## src/rtl/ct_ctrl.sv

```systemverilog
// Packet sequencer for the CT datapath: gathers six operand nibbles, waits EXEC_CYC cycles,
// captures ct_out and holds it until taken. Define CT_CTRL_CNT_EN to add the op_count output.
module ct_ctrl #(
    parameter int unsigned EXEC_CYC = 1
) (
    input  logic       clk,
    input  logic       rst_n,
    input  logic       in_valid,
    output logic       in_ready,
    input  logic [3:0] in_data,
    input  logic [4:0] in_op,
    output logic [4:0] ct_opcode,
    output logic [3:0] ct_n0,
    output logic [3:0] ct_n1,
    output logic [3:0] ct_n2,
    output logic [3:0] ct_n3,
    output logic [3:0] ct_n4,
    output logic [3:0] ct_n5,
    input  logic [8:0] ct_out,
    output logic       out_valid,
    input  logic       out_ready,
    output logic [8:0] out_data,
`ifdef CT_CTRL_CNT_EN
    output logic [15:0] op_count,
`endif
    output logic       busy
);

    typedef enum logic [1:0] {StIdle, StLoad, StExec, StHold} state_e;

    localparam logic [3:0] LastCnt = 4'(EXEC_CYC - 1);

    state_e     state_q, state_d;
    logic [2:0] slot_q;
    logic [3:0] cnt_q;
    logic [4:0] opcode_q;
    logic [3:0] slots_q [6];
    logic [8:0] out_data_q;
    logic       out_valid_q;
    logic       accept;
    logic       capture;
    logic       release_res;

    // in_ready is forced low combinationally while reset is asserted
    assign in_ready    = rst_n && (state_q == StIdle || state_q == StLoad);
    assign accept      = in_valid && in_ready;
    assign capture     = (state_q == StExec) && (cnt_q == LastCnt);
    assign release_res = (state_q == StHold) && out_ready;

    always_comb begin
        state_d = state_q;
        unique case (state_q)
            StIdle: if (accept) state_d = StLoad;
            StLoad: if (accept && slot_q == 3'd5) state_d = StExec;
            StExec: if (capture) state_d = StHold;
            StHold: if (out_ready) state_d = StIdle;
            default: state_d = StIdle;
        endcase
    end

    always_ff @(posedge clk or negedge rst_n) begin
        if (!rst_n) begin
            state_q     <= StIdle;
            slot_q      <= 3'd0;
            cnt_q       <= 4'd0;
            opcode_q    <= 5'd0;
            out_data_q  <= 9'd0;
            out_valid_q <= 1'b0;
            for (int i = 0; i < 6; i++) slots_q[i] <= 4'd0;
        end else begin
            state_q <= state_d;
            if (accept) begin
                if (state_q == StIdle) begin
                    slots_q[0] <= in_data;
                    opcode_q   <= in_op;
                    slot_q     <= 3'd1;
                end else begin
                    for (int i = 1; i < 6; i++) begin
                        if (slot_q == 3'(i)) slots_q[i] <= in_data;
                    end
                    slot_q <= (slot_q == 3'd5) ? 3'd0 : slot_q + 3'd1;
                end
            end
            if (state_q == StExec) cnt_q <= capture ? 4'd0 : cnt_q + 4'd1;
            if (capture) begin
                out_data_q  <= ct_out;
                out_valid_q <= 1'b1;
            end
            if (release_res) out_valid_q <= 1'b0;
        end
    end

`ifdef CT_CTRL_CNT_EN
    logic [15:0] op_count_q;

    // Counts completed output handshakes; wraps naturally at 16 bits
    always_ff @(posedge clk or negedge rst_n) begin
        if (!rst_n) begin
            op_count_q <= 16'd0;
        end else if (release_res) begin
            op_count_q <= op_count_q + 16'd1;
        end
    end

    assign op_count = op_count_q;
`endif

    assign ct_opcode = opcode_q;
    assign ct_n0     = slots_q[0];
    assign ct_n1     = slots_q[1];
    assign ct_n2     = slots_q[2];
    assign ct_n3     = slots_q[3];
    assign ct_n4     = slots_q[4];
    assign ct_n5     = slots_q[5];
    assign out_data  = out_data_q;
    assign out_valid = out_valid_q;
    assign busy      = (state_q != StIdle);

endmodule

```

## config.mk

```make
export PLATFORM = sky130hd
export DESIGN_NAME = ct_ctrl
export DESIGN_NICKNAME = d
export VERILOG_FILES = /design/src/rtl/ct_ctrl.sv
export SDC_FILE = /design/constraint.sdc
export NUM_CORES = 1
export LEC_CHECK = 0
export ABC_AREA = 1
export ABC_CLOCK_PERIOD_IN_PS = 1500
export CORE_AREA = 8 8 96 98
export DETAILED_ROUTE_END_ITERATION = 7
export DIE_AREA = 0 0 104 106
export HOLD_SLACK_MARGIN = 0.15
export PLACE_DENSITY_LB_ADDON = 0.25
export SKIP_CTS_REPAIR_TIMING = 1
export SLEW_MARGIN = 0
export SYNTH_ARGS = -nofsm -noshare
export SYNTH_HDL_FRONTEND = slang
export SYNTH_SLANG_ARGS = --single-unit
```

## constraint.sdc

```tcl
create_clock -name clk -period 1.5 [get_ports clk]
set_input_delay 0.15 -clock clk [delete_from_list [all_inputs] [get_ports clk]]
set_output_delay 0.15 -clock clk [all_outputs]
set_load 0.005 [all_outputs]
```

# Yosys cells after proc, flatten, opt, wreduce, memory -nomap -nowiden
# Cells that the tools add are included.
# W data, S select, Z words.
# op_classes
addsub,2
n_eq_ne,12
n_mux,10
bitwise_logic,1
n_reduce_logical,17
# ops
operator,n
$reduce_and A3 Y1,5
$mux W2,4
$pmux W2 S4,1
$eq A3 B2 Y1 const B,2
$eq A3 B3 Y1 const B,2
$mux W3,2
$ne A2 B2 Y1 const B,3
$logic_and A1 B1 Y1,5
$add A4 B1 Y4 const B,1
$eq A2 B2 Y1 const B,2
$logic_not A4 Y1,1
$mux W4,1
$reduce_and A4 Y1,1
$reduce_bool A2 Y1,2
$add A3 B1 Y3 const B,1
$eq A3 B1 Y1 const B,1
$eq A2 B1 Y1 const B,1
$logic_not A2 Y1,1
$mux W1,2
$ne A2 B1 Y1 const B,1
$reduce_and A2 Y1,1
$logic_or A1 B1 Y1,1
$not A1 Y1,1
# totals
register_bits,48
inputBits,22
out_inout_bits,41
wordCells,54

# Logic depth before layout (Yosys ltp)
# Gate-level depths: netlist (run 1).
# depth
word_depth,7
depth_mapped,12
mapped_depth_nobuf,11

# Worst setup path after synthesis (run 1)
# OpenSTA, ideal clock, no wires.
# synth_timing
path_kind,register to register
startpoint,reg state_q[0]
endpoint,reg state_q[0]
setup_ns,0.117
t_arrival_ns,1.403
t_required_ns,1.383
setup_slack_ns,-0.020
path_stages_with_launch,13
path_buffers,1
period_less_slack_ns,1.520
path_cell_list,dfrtp_1 -> inv_1 -> ha_1 -> inv_2 -> nand2_1 -> nand3_2 -> buf_6 -> nand2_1 -> inv_2 -> nor2_4 -> nand2_1 -> nand2_1 -> nand2_1
# synth_via
elab_chain_len,7
elab_cells_between_ends,15
cone_classes,eq/ne: 7; mux: 1; reduce/logical: 7
# synth_rtl
item,line,text
from (decl),33,"state_e state_q, state_d;"
from (signal assigned),63,state_q <= StIdle;
from (signal assigned),71,state_q <= state_d;
$eq A2 B1 Y1 or $logic_not A2 Y1 (tied branches),"45, 52",
$logic_or A1 B1 Y1,45,assign in_ready = rst_n && (state_q == StIdle || state_q == StLoad);
$logic_and A1 B1 Y1,45,
$logic_and A1 B1 Y1,46,assign accept = in_valid && in_ready;
$logic_and A1 B1 Y1,54,StLoad: if (accept && slot_q == 3'd5) state_d = StExec;
$ne A2 B1 Y1 (no line),-,
$reduce_and A4 Y1 (no line),-,
# Several ways; a longest one is shown, not always the timed one.
# A chain may end at the register's enable or synchronous reset.

# Worst setup path after layout (run 1)
# layout_timing
startpoint,reg state_q[1]
endpoint,"reg slots_q, in the netlist ct_n0[1]"
# layout_via
elab_chain_len,5
elab_cells_between_ends,6
cone_classes,eq/ne: 1; reduce/logical: 5
# layout_rtl
item,line,text
$eq A2 B1 Y1 or $logic_not A2 Y1 (tied branches),"45, 73",
$logic_or A1 B1 Y1,45,
$logic_and A1 B1 Y1,45,
$logic_and A1 B1 Y1,46,
$reduce_and A2 Y1 (no line) *,-,
"to (signal, indexed assignment)",79,if (slot_q == 3'(i)) slots_q[i] <= in_data;
to (decl),37,logic [3:0] slots_q [6];
# Every way passes the cells marked *; elsewhere a longest branch is shown, timed or not.

==> results.sh, run 1 <==
export IMPL_rsz0062_at_grt="true"
export IMPL_holdWs_ns=0.373
export IMPL_r2r_cells=9
export IMPL_critical_path_cell_chain="inv_2 -> ha_4 -> inv_6 -> nand2_4 -> nand3_4 -> nor2_4 -> buf_12 -> nand2_4 -> o21a_1"
export IMPL_async_flop_share=1.00
export IMPL_drive_gt1_frac=0.192
export IMPL_max_stage_delay_ns=0.40
export IMPL_finalCritPeriodShare=0.978
export IMPL_largest_reg_flops=9
export IMPL_run_status="complete, no violations"
export IMPL_grt_first_pass_wirelength_um=8700
export IMPL_ys_seq_elements=48
export IMPL_synth_top_cell_area_share=0.575
export IMPL_drc=0
export IMPL_syn_nets=248
export IMPL_ys_flop_type="dfrtp_1"
export IMPL_io_buffers=62
export IMPL_clkSinkCount=48
export IMPL_core_mm2=0.00785
export IMPL_yosys_cell_types_count=26
export IMPL_syn_area_mm2=0.00209
export IMPL_final_cells=412
export IMPL_maxSlewHeadroom=0.635
export IMPL_clock_latency_ns=0.30
export IMPL_grt_max_degree=44
export IMPL_detail_route_antenna_nets=0
export IMPL_place_congestion=0.735
export IMPL_synthTopCellsByArea="dfrtp_1 58%, nand2_1 12%, ha_1 4.8%"
export IMPL_grt_pass1_vias=1762
export IMPL_synth_edf_count=0
export IMPL_slew_viol_final=0
export IMPL_die_w_um=104
export IMPL_vias_per_cell=4.12
export IMPL_fin_skew_ns=0.0117
export IMPL_start_kind="flip-flop"
export IMPL_path_depth=9
export IMPL_overflow=0
export IMPL_firstDrtPassIters=4
export IMPL_cp_end_kind="flip-flop"
export IMPL_dp_hpwl_um=3910
export IMPL_finalHoldViolations=0
export IMPL_clockRootBuffer="clkbuf_8"
export IMPL_final_core_util=0.409
export IMPL_cp_data_required_time_ns=1.70
export IMPL_syn_inst=218
export IMPL_first_iter_violations=28
export IMPL_hold_path_depth=3
export IMPL_cellLeakagePower_nw=1.50
export IMPL_max_freq_mhz=681
export IMPL_antenna_found_initial=0
export IMPL_avgSynthCellArea_um2=9.58
export IMPL_crit_fanout=7
export IMPL_synth_common_cells="66 x nand2_1, 48 x dfrtp_1, 17 x inv_1"
export IMPL_vdd_drop_max_uv=592
export IMPL_cts_tree="built"
export IMPL_yosysWarnings=0
export IMPL_ioPinCount=63
export IMPL_critPathMostFrequentCell="nand2_4"
export IMPL_grt_usage=0.0960
export IMPL_crit_family="flip-flops"
export IMPL_routedWlPerCell_um=13.1
export IMPL_routed_wl_um=5410
export IMPL_finalSetupViolCount=0
export IMPL_worstSetupPathType="reg2reg"
export IMPL_place_detailed_instances=399
export IMPL_finalCriticalPeriod_ns=1.47
export IMPL_hp_class="in2reg"
export IMPL_tns_ns=0
export IMPL_yosysMostFrequentCell="nand2_1"
export IMPL_num_rows=33
export IMPL_dieArea_mm2=0.0110
export IMPL_yosysSeqAreaShare=0.575
export IMPL_fp_dieH_um=106
export IMPL_cts_max_level=2
export IMPL_cts_inserted_buffers=5
export IMPL_cp_slowest_cell="dfrtp_1"
export IMPL_yosys_area_top_type="dfrtp_1"
export IMPL_cts_clk_slew_worst_paths_ns=0.10
export IMPL_crit_arrival_ns=1.67
export IMPL_areaGrowthSynthToFinish_pct=53.7
export IMPL_critPathBufInv=3
export IMPL_cap_violations=0
export IMPL_tightestPinTransition_ns=0.547
export IMPL_antenna_cells=0
export IMPL_clock_path_buffers=2
export IMPL_p_per_area_mw_per_mm2=1760
export IMPL_nets=336
export IMPL_vias=1697
export IMPL_initial_utilization=0.266
## routing by layer
layer	vias up	GRT usage	share of wire
li1	868	-	-
met1	784	0.120	0.48
met2	43	0.156	0.47
met3	2	0.0309	0.052
met4	0	0.0269	0.0050
met5	-	0	0
## metrics by stage
stage / power (mW) / setup WS [ns] / cell area, um^2
6_report: 5.65 / 0.0323 / 3210
2_1_floorplan: 3.12 / 0.0129 / 2090
5_1_grt: 6.10 / -0.0748 / 3210
3_3_place_gp: 4.62 / 0.00626 / 2970
4_1_cts: 5.50 / -0.354 / 3060
3_5_place_dp: 4.65 / -0.0468 / 2970
## worst reg2reg max path, stage by stage, from the launching register on
cell and delay [ns]:
dfrtp_1 0.40, inv_2 0.11, ha_4 0.18, inv_6 0.05, nand2_4 0.07, nand3_4 0.09
nor2_4 0.18, buf_12 0.15, nand2_4 0.04, o21a_1 0.10
## layout make-up
type / instances / area (um^2)
multi-input combinational: 145 / 863
clock buffer: 5 / 68.8
fill: 798 / 4640
sequential: 48 / 1200
inverter: 22 / 87.6
timing repair buffer: 84 / 831
clock inverter: 3 / 26.3
tap: 105 / 131
## logic make-up after synthesis
group                    count (synthesis)  synth area share
XOR/XNOR                                 2           0.00839
buffers and inverters                   25            0.0509
adder cells (fa/ha/maj)                  8            0.0479
flip-flops                              48             0.575
AND/OR/NAND/NOR                         97             0.216
AO/OA/AOI/OAI                           38             0.102
## cells in the final DEF (no fill, tap or decap), types with 3 or more instances in the layout
| master | netlist | layout |
|---|---|---|
| nand2_1 | 66 | 60 |
| clkdlybuf4s50_1 | 0 | 59 |
| dfrtp_1 | 48 | 48 |
| inv_1 | 17 | 15 |
| a21oi_1 | 14 | 14 |
| buf_4 | 1 | 14 |
| nor2_1 | 15 | 13 |
| o21ai_0 | 12 | 12 |
| inv_2 | 4 | 6 |
| nand3_1 | 6 | 6 |
| o21a_1 | 5 | 5 |
| nor2_4 | 4 | 5 |
| ha_1 | 8 | 5 |
| clkbuf_8 | 0 | 5 |
| nand2_2 | 1 | 4 |
| o21ai_1 | 4 | 4 |
| inv_6 | 0 | 3 |
| nand2_4 | 0 | 3 |
## final timing paths
path / startpoint / slack (ns) / end
hold / removal: in_op[3] / 0.37 / ct_opcode[3]
min in group asynchronous: rst_n / 0.61 / cnt_q[0]
setup reg to reg: state_q[1] / 0.03 / ct_n0[1]
setup / recovery: state_q[1] / 0.03 / ct_n0[1]
max in group asynchronous: rst_n / 0.37 / ct_opcode[4]
hold reg to reg: out_data[4] / 0.48 / out_data[4]
## report_power, final
part | switching [mW] | total [mW] | internal [mW]
registers | 0.292 | 2.07 | 1.78
logic | 1.18 | 2.76 | 1.58
clock network | 0.470 | 0.813 | 0.344
(Power assumes the default switching activity.)
==> inputs of run 2 (changes only) <==
--- a/config.mk
+++ b/config.mk
@@ -13,6 +13,7 @@
 export HOLD_SLACK_MARGIN = 0.15
 export PLACE_DENSITY_LB_ADDON = 0.25
 export SKIP_CTS_REPAIR_TIMING = 1
+export SKIP_LAST_GASP = 1
 export SLEW_MARGIN = 0
 export SYNTH_ARGS = -nofsm -noshare
 export SYNTH_HDL_FRONTEND = slang
==> run 2 against run 1 <==
Against the previous run:
- setup slack barely moved
- critical path depth did not move
- combinational power barely moved
- first-iteration DRC count did not move
- clock skew barely moved
- total power barely moved
- hold slack barely moved
- via count rose by 0.24%
- routed wire length did not move
- global-route usage did not move
==> results.sh, run 2 (synthesis results as in run 1) <==
export IMPL_vias=1701
export IMPL_slew_viol_final=0
export IMPL_dp_hpwl_um=3910
export IMPL_path_depth=9
export IMPL_final_cells=412
export IMPL_cts_clk_slew_worst_paths_ns=0.10
export IMPL_fp_dieH_um=106
export IMPL_drive_gt1_frac=0.189
export IMPL_cp_data_required_time_ns=1.70
export IMPL_cellLeakagePower_nw=1.50
export IMPL_grt_first_pass_wirelength_um=8700
export IMPL_tightestPinTransition_ns=0.547
export IMPL_clock_path_buffers=2
export IMPL_cts_max_level=2
export IMPL_endpoint="ct_n0[1]"
export IMPL_vdd_drop_max_uv=590
export IMPL_dieArea_mm2=0.0110
export IMPL_cp_slowest_cell="dfrtp_1"
export IMPL_hp_class="in2reg"
export IMPL_grt_max_degree=44
export IMPL_antenna_found_initial=0
export IMPL_critPathMostFrequentCell="nand2_4"
export IMPL_r2r_end="ct_n0[1]"
export IMPL_routedWlPerCell_um=13.1
export IMPL_num_rows=33
export IMPL_cp_startpoint="state_q[1]"
export IMPL_final_common_cell="nand2_1"
export IMPL_routed_wl_um=5410
export IMPL_p_total_mw=5.64
export IMPL_first_iter_violations=28
export IMPL_p_per_area_mw_per_mm2=1760
export IMPL_final_cell_mix="60 x nand2_1, 59 x clkdlybuf4s50_1, 48 x dfrtp_1"
export IMPL_regArea_mm2=0.00120
export IMPL_detail_route_antenna_nets=0
export IMPL_ioPinCount=63
export IMPL_grt_usage=0.0960
export IMPL_initial_utilization=0.266
export IMPL_areaGrowthSynthToFinish_pct=53.6
export IMPL_overflow=0
export IMPL_finalCritPeriodShare=0.978
export IMPL_grt_pass1_vias=1762
export IMPL_critPathBufInv=3
export IMPL_run_status="complete, no violations"
export IMPL_start_kind="flip-flop"
export IMPL_max_stage_delay_ns=0.40
export IMPL_final_core_util=0.409
export IMPL_reg2reg_from="state_q[1]"
export IMPL_place_detailed_instances=399
export IMPL_drc=0
export IMPL_antenna_cells=0
export IMPL_firstDrtPassIters=4
export IMPL_cts_inserted_buffers=5
export IMPL_maxSlewHeadroom=0.635
export IMPL_critical_path_cell_chain="inv_2 -> ha_4 -> inv_6 -> nand2_4 -> nand3_4 -> nor2_4 -> buf_12 -> nand2_4 -> o21a_1"
export IMPL_clkSinkCount=48
export IMPL_r2r_cells=9
export IMPL_die_w_um=104
export IMPL_core_mm2=0.00785
export IMPL_clockRootBuffer="clkbuf_8"
export IMPL_fin_skew_ns=0.0114
export IMPL_place_congestion=0.735
export IMPL_cp_end_kind="flip-flop"
export IMPL_largest_reg_flops=9
export IMPL_clock_latency_ns=0.30
export IMPL_fill_cells=799
export IMPL_nets=336
export IMPL_crit_arrival_ns=1.67
export IMPL_multi_input_area_um2=861
export IMPL_worstSetupPathType="reg2reg"
export IMPL_cap_violations=0
export IMPL_io_buffers=62
export IMPL_cts_tree="built"
export IMPL_finalSetupViolCount=0
export IMPL_max_freq_mhz=681
export IMPL_rsz0062_at_grt="true"
export IMPL_r2r_slack_ns=0.03
export IMPL_finalHoldViolations=0
export IMPL_finalCriticalPeriod_ns=1.47
export IMPL_crit_family="flip-flops"
export IMPL_crit_fanout=7
export IMPL_vias_per_cell=4.13
-- run 2: cell types whose count changed in the layout (fill, tap and decap cells not counted) --
cell	delta
nor2_1	+1
nor2_2	-1
-- run 2: power by group --
group	internal [mW]	total, mW	switching (mW)
combinational	1.58	2.76	1.18
clock	0.344	0.813	0.469
sequential	1.78	2.07	0.290
total	3.70	5.64	1.94
-- run 2: through the flow --
step | cell area, um^2 | TNS [ns] | worst slack [ns] | hold slack [ns]
finish | 3210 | 0 | 0.0323 | 0.373
global route | 3210 | -0.213 | -0.0748 | 0.390
CTS | 3060 | -1.37 | -0.354 | -0.310
detailed placement | 2970 | -0.363 | -0.0468 | 0.0318
global placement | 2970 | 0 | 0.00626 | 0.0328
floorplan | 2090 | 0 | 0.0129 | -0.146
-- run 2: metal layers --
layer	vias up	track usage	share of wire
met2	43	0.156	0.47
met4	0	0.0269	0.0050
met1	788	0.120	0.47
li1	868	-	-
met3	2	0.0309	0.052
met5	-	0	0
-- run 2: worst register-to-register path: stages, from the launching register on --
cell,delay (ns)
dfrtp_1,0.40
inv_2,0.11
ha_4,0.18
inv_6,0.05
nand2_4,0.07
nand3_4,0.09
nor2_4,0.18
buf_12,0.15
nand2_4,0.04
o21a_1,0.10
-- run 2: area by class of cell --
type                       instances  share of cell area
sequential                        48               0.375
multi-input combinational        145               0.268
timing repair buffer              84               0.259
tap                              105              0.0410
inverter                          22              0.0273
clock buffer                       5              0.0215
clock inverter                     3             0.00819
-- run 2: worst min path at each step --
stage	end	cells after the start	startpoint	slack, ns
3_3_place_gp	ct_opcode[2]	1	rst_n	0.03
3_5_place_dp	ct_opcode[2]	1	rst_n	0.03
5_1_grt	ct_opcode[0]	3	in_op[0]	0.39
6_report	ct_opcode[3]	3	in_op[3]	0.37
2_1_floorplan	cnt_q[0]	0	rst_n	-0.15
4_1_cts	ct_opcode[2]	1	rst_n	-0.31
==> RTL edit (config.mk and constraints of run 1) <==
The 4 states of `state_e` get a Gray code encoding in 2 bits.
--- a/src/rtl/ct_ctrl.sv
+++ b/src/rtl/ct_ctrl.sv
@@ -28,3 +28,3 @@
 
-    typedef enum logic [1:0] {StIdle, StLoad, StExec, StHold} state_e;
+    typedef enum logic [1:0] {StIdle = 2'b00, StLoad = 2'b01, StExec = 2'b11, StHold = 2'b10} state_e;
 
Check against the original RTL: no difference found for any inputs over 10 cycles, from zero or initial values and one cycle with rst_n low; not proved beyond that.
==> RTL edit against run 1 <==
Worst hold slack improved by 0.0088 ns; sequential share of layout area rose by 2.5 points; total power is 6.8% lower; design area down 6.0%; highest routed layer unchanged; largest power group is now registers; synthesized area fell by 0.66%; routed wire length shrank 6.6%; sequential cell count did not move; setup slack gained 0.093 ns; first-iteration DRC count rose to 3.2 times the old value; clock skew down 0.0067 ns; critical endpoint is now ct_n2[2]; non-clock buffer count down 11; die area unchanged.
==> RTL edit: results (changes against run 1) <==
Setup path:
- The data arrival time of the worst path was 1.57 ns (-0.10 ns).
- The count of cells along the worst register-to-register path was 7 (-2).

Synth:
- The number of distinct library cells after synthesis came to 24 (-7.7%).
- The compound-cell area share of the yosys netlist is 8.81% (-1.4 points).
- The fraction of the yosys area taken by sequential cells is 57.9% (+0.38 points).
- The number of nets produced by synthesis is 254 (+2.4%).
- The xor-xnor portion of the synthesized cell area is 0.422% (-0.42 points).
- Sorting the synthesized cells by how often they occur yields 67 x nand2_1, 48 x dfrtp_1, 27 x inv_1.
- In the post-synthesis netlist, the biggest area contributors are dfrtp_1 58%, nand2_1 12%, inv_1 4.9%, o21ai_1 4.1%, o21ai_0 3.6%.

Detailed routing:
- The wire length per cell came to 12.3 um (-6.6%).
- The total met2 wirelength after detailed routing is 2370 um (-6.2%).
- The number of violations reported at the end of detailed-routing iteration 0 is 90 (+220%).
- The detailed-route via count was 1659 (-2.2%).
- The routed metal-1 wirelength is 2370 um (-8.1%).
- The met3 wire length was 255 um (-9.3%).

Global routing:
- The wire length of the first global-routing pass is 8400 um (-3.5%).
- The maximum number of pins on one net before global-route repair is 33 (-25%).
- The total global routing track utilization came to 9.24% (-0.36 points).

Power and ir drop:
- The worst ir drop on vdd is 0.579 mV (-2.2%).
- The static leakage is 1.45 nW (-3.3%).

Min path:
- The launch instance of the worst min-delay path is ct_out[1].

STA:
- The period utilization is 91.6% (-6.2 points).

Placed design:
- The area of placed instances was 2860 sq um (-3.8%).
- The post-DP HPWL is 3860 um (-1.3%).
- The routability congestion estimate from global placement came to 0.744 (+1.3%).

Outcome:
- The flow ran to the end, and the final reports show no timing, DRC or antenna violations.

Final layout:
- The fraction of layout instances using a drive strength above 1 was 12.7% (-6.5 points).
- The post-route core utilization is 38.5% (-2.4 points).
-- RTL edit: logic make-up after synthesis --
group / after synthesis
XOR/XNOR: 1
buffers and inverters: 38
flip-flops: 48
AO/OA/AOI/OAI: 36
adder cells (fa/ha/maj): 3
AND/OR/NAND/NOR: 103
-- RTL edit: worst paths after layout --
check,endpoint,slack (ns)
setup / recovery,ct_n2[2],0.13
hold / removal,out_data[1],0.38
setup reg to reg,ct_n2[2],0.13
hold reg to reg,cnt_q[3],0.48
max in group asynchronous,ct_opcode[2],0.15
min in group asynchronous,cnt_q[0],0.52
-- RTL edit: cell type report --
type / count / area share (%)
Sequential cell: 48 / 39.9
Timing Repair Buffer: 73 / 23.9
Multi-Input combinational cell: 143 / 23.8
Inverter: 35 / 4.52
Tap cell: 105 / 4.35
Clock buffer: 6 / 2.40
Clock inverter: 2 / 1.16
-- RTL edit: worst max-delay path, cell delays in order (launching register included) --
cell and delay (ns):
dfrtp_2 0.43, buf_4 0.15, inv_2 0.08, nand4_4 0.19, clkinv_4 0.13, nand3_1 0.14, nand2_1 0.09, nand2_1 0.05
-- RTL edit: power by group --
| group | total, mW | switching (mW) | internal, mW |
|---|---|---|---|
| logic | 2.16 | 0.882 | 1.28 |
| registers | 2.18 | 0.352 | 1.83 |
| clock network | 0.926 | 0.430 | 0.495 |
| total | 5.27 | 1.66 | 3.60 |
-- RTL edit: stage by stage --
step	setup WS [ns]	hold slack (ns)	TNS, ns	std cells	power (mW)
6_report	0.125	0.382	0	412	5.27
5_1_grt	0.00119	0.384	0	412	5.67
2_1_floorplan	0.356	-0.146	0	229	3.01
3_5_place_dp	0.0160	0.0380	0	399	4.39
4_1_cts	-0.155	-0.301	-0.220	407	5.35
3_3_place_gp	0.0584	0.0368	0	399	4.36
-- RTL edit: per-layer routing --
| layer | global-route usage [%] | vias to the layer above |
|---|---|---|
| li1 | - | 876 |
| met4 | 3.21 | 0 |
| met2 | 14.8 | 35 |
| met3 | 2.96 | 5 |
| met5 | 0 | - |
| met1 | 11.5 | 743 |
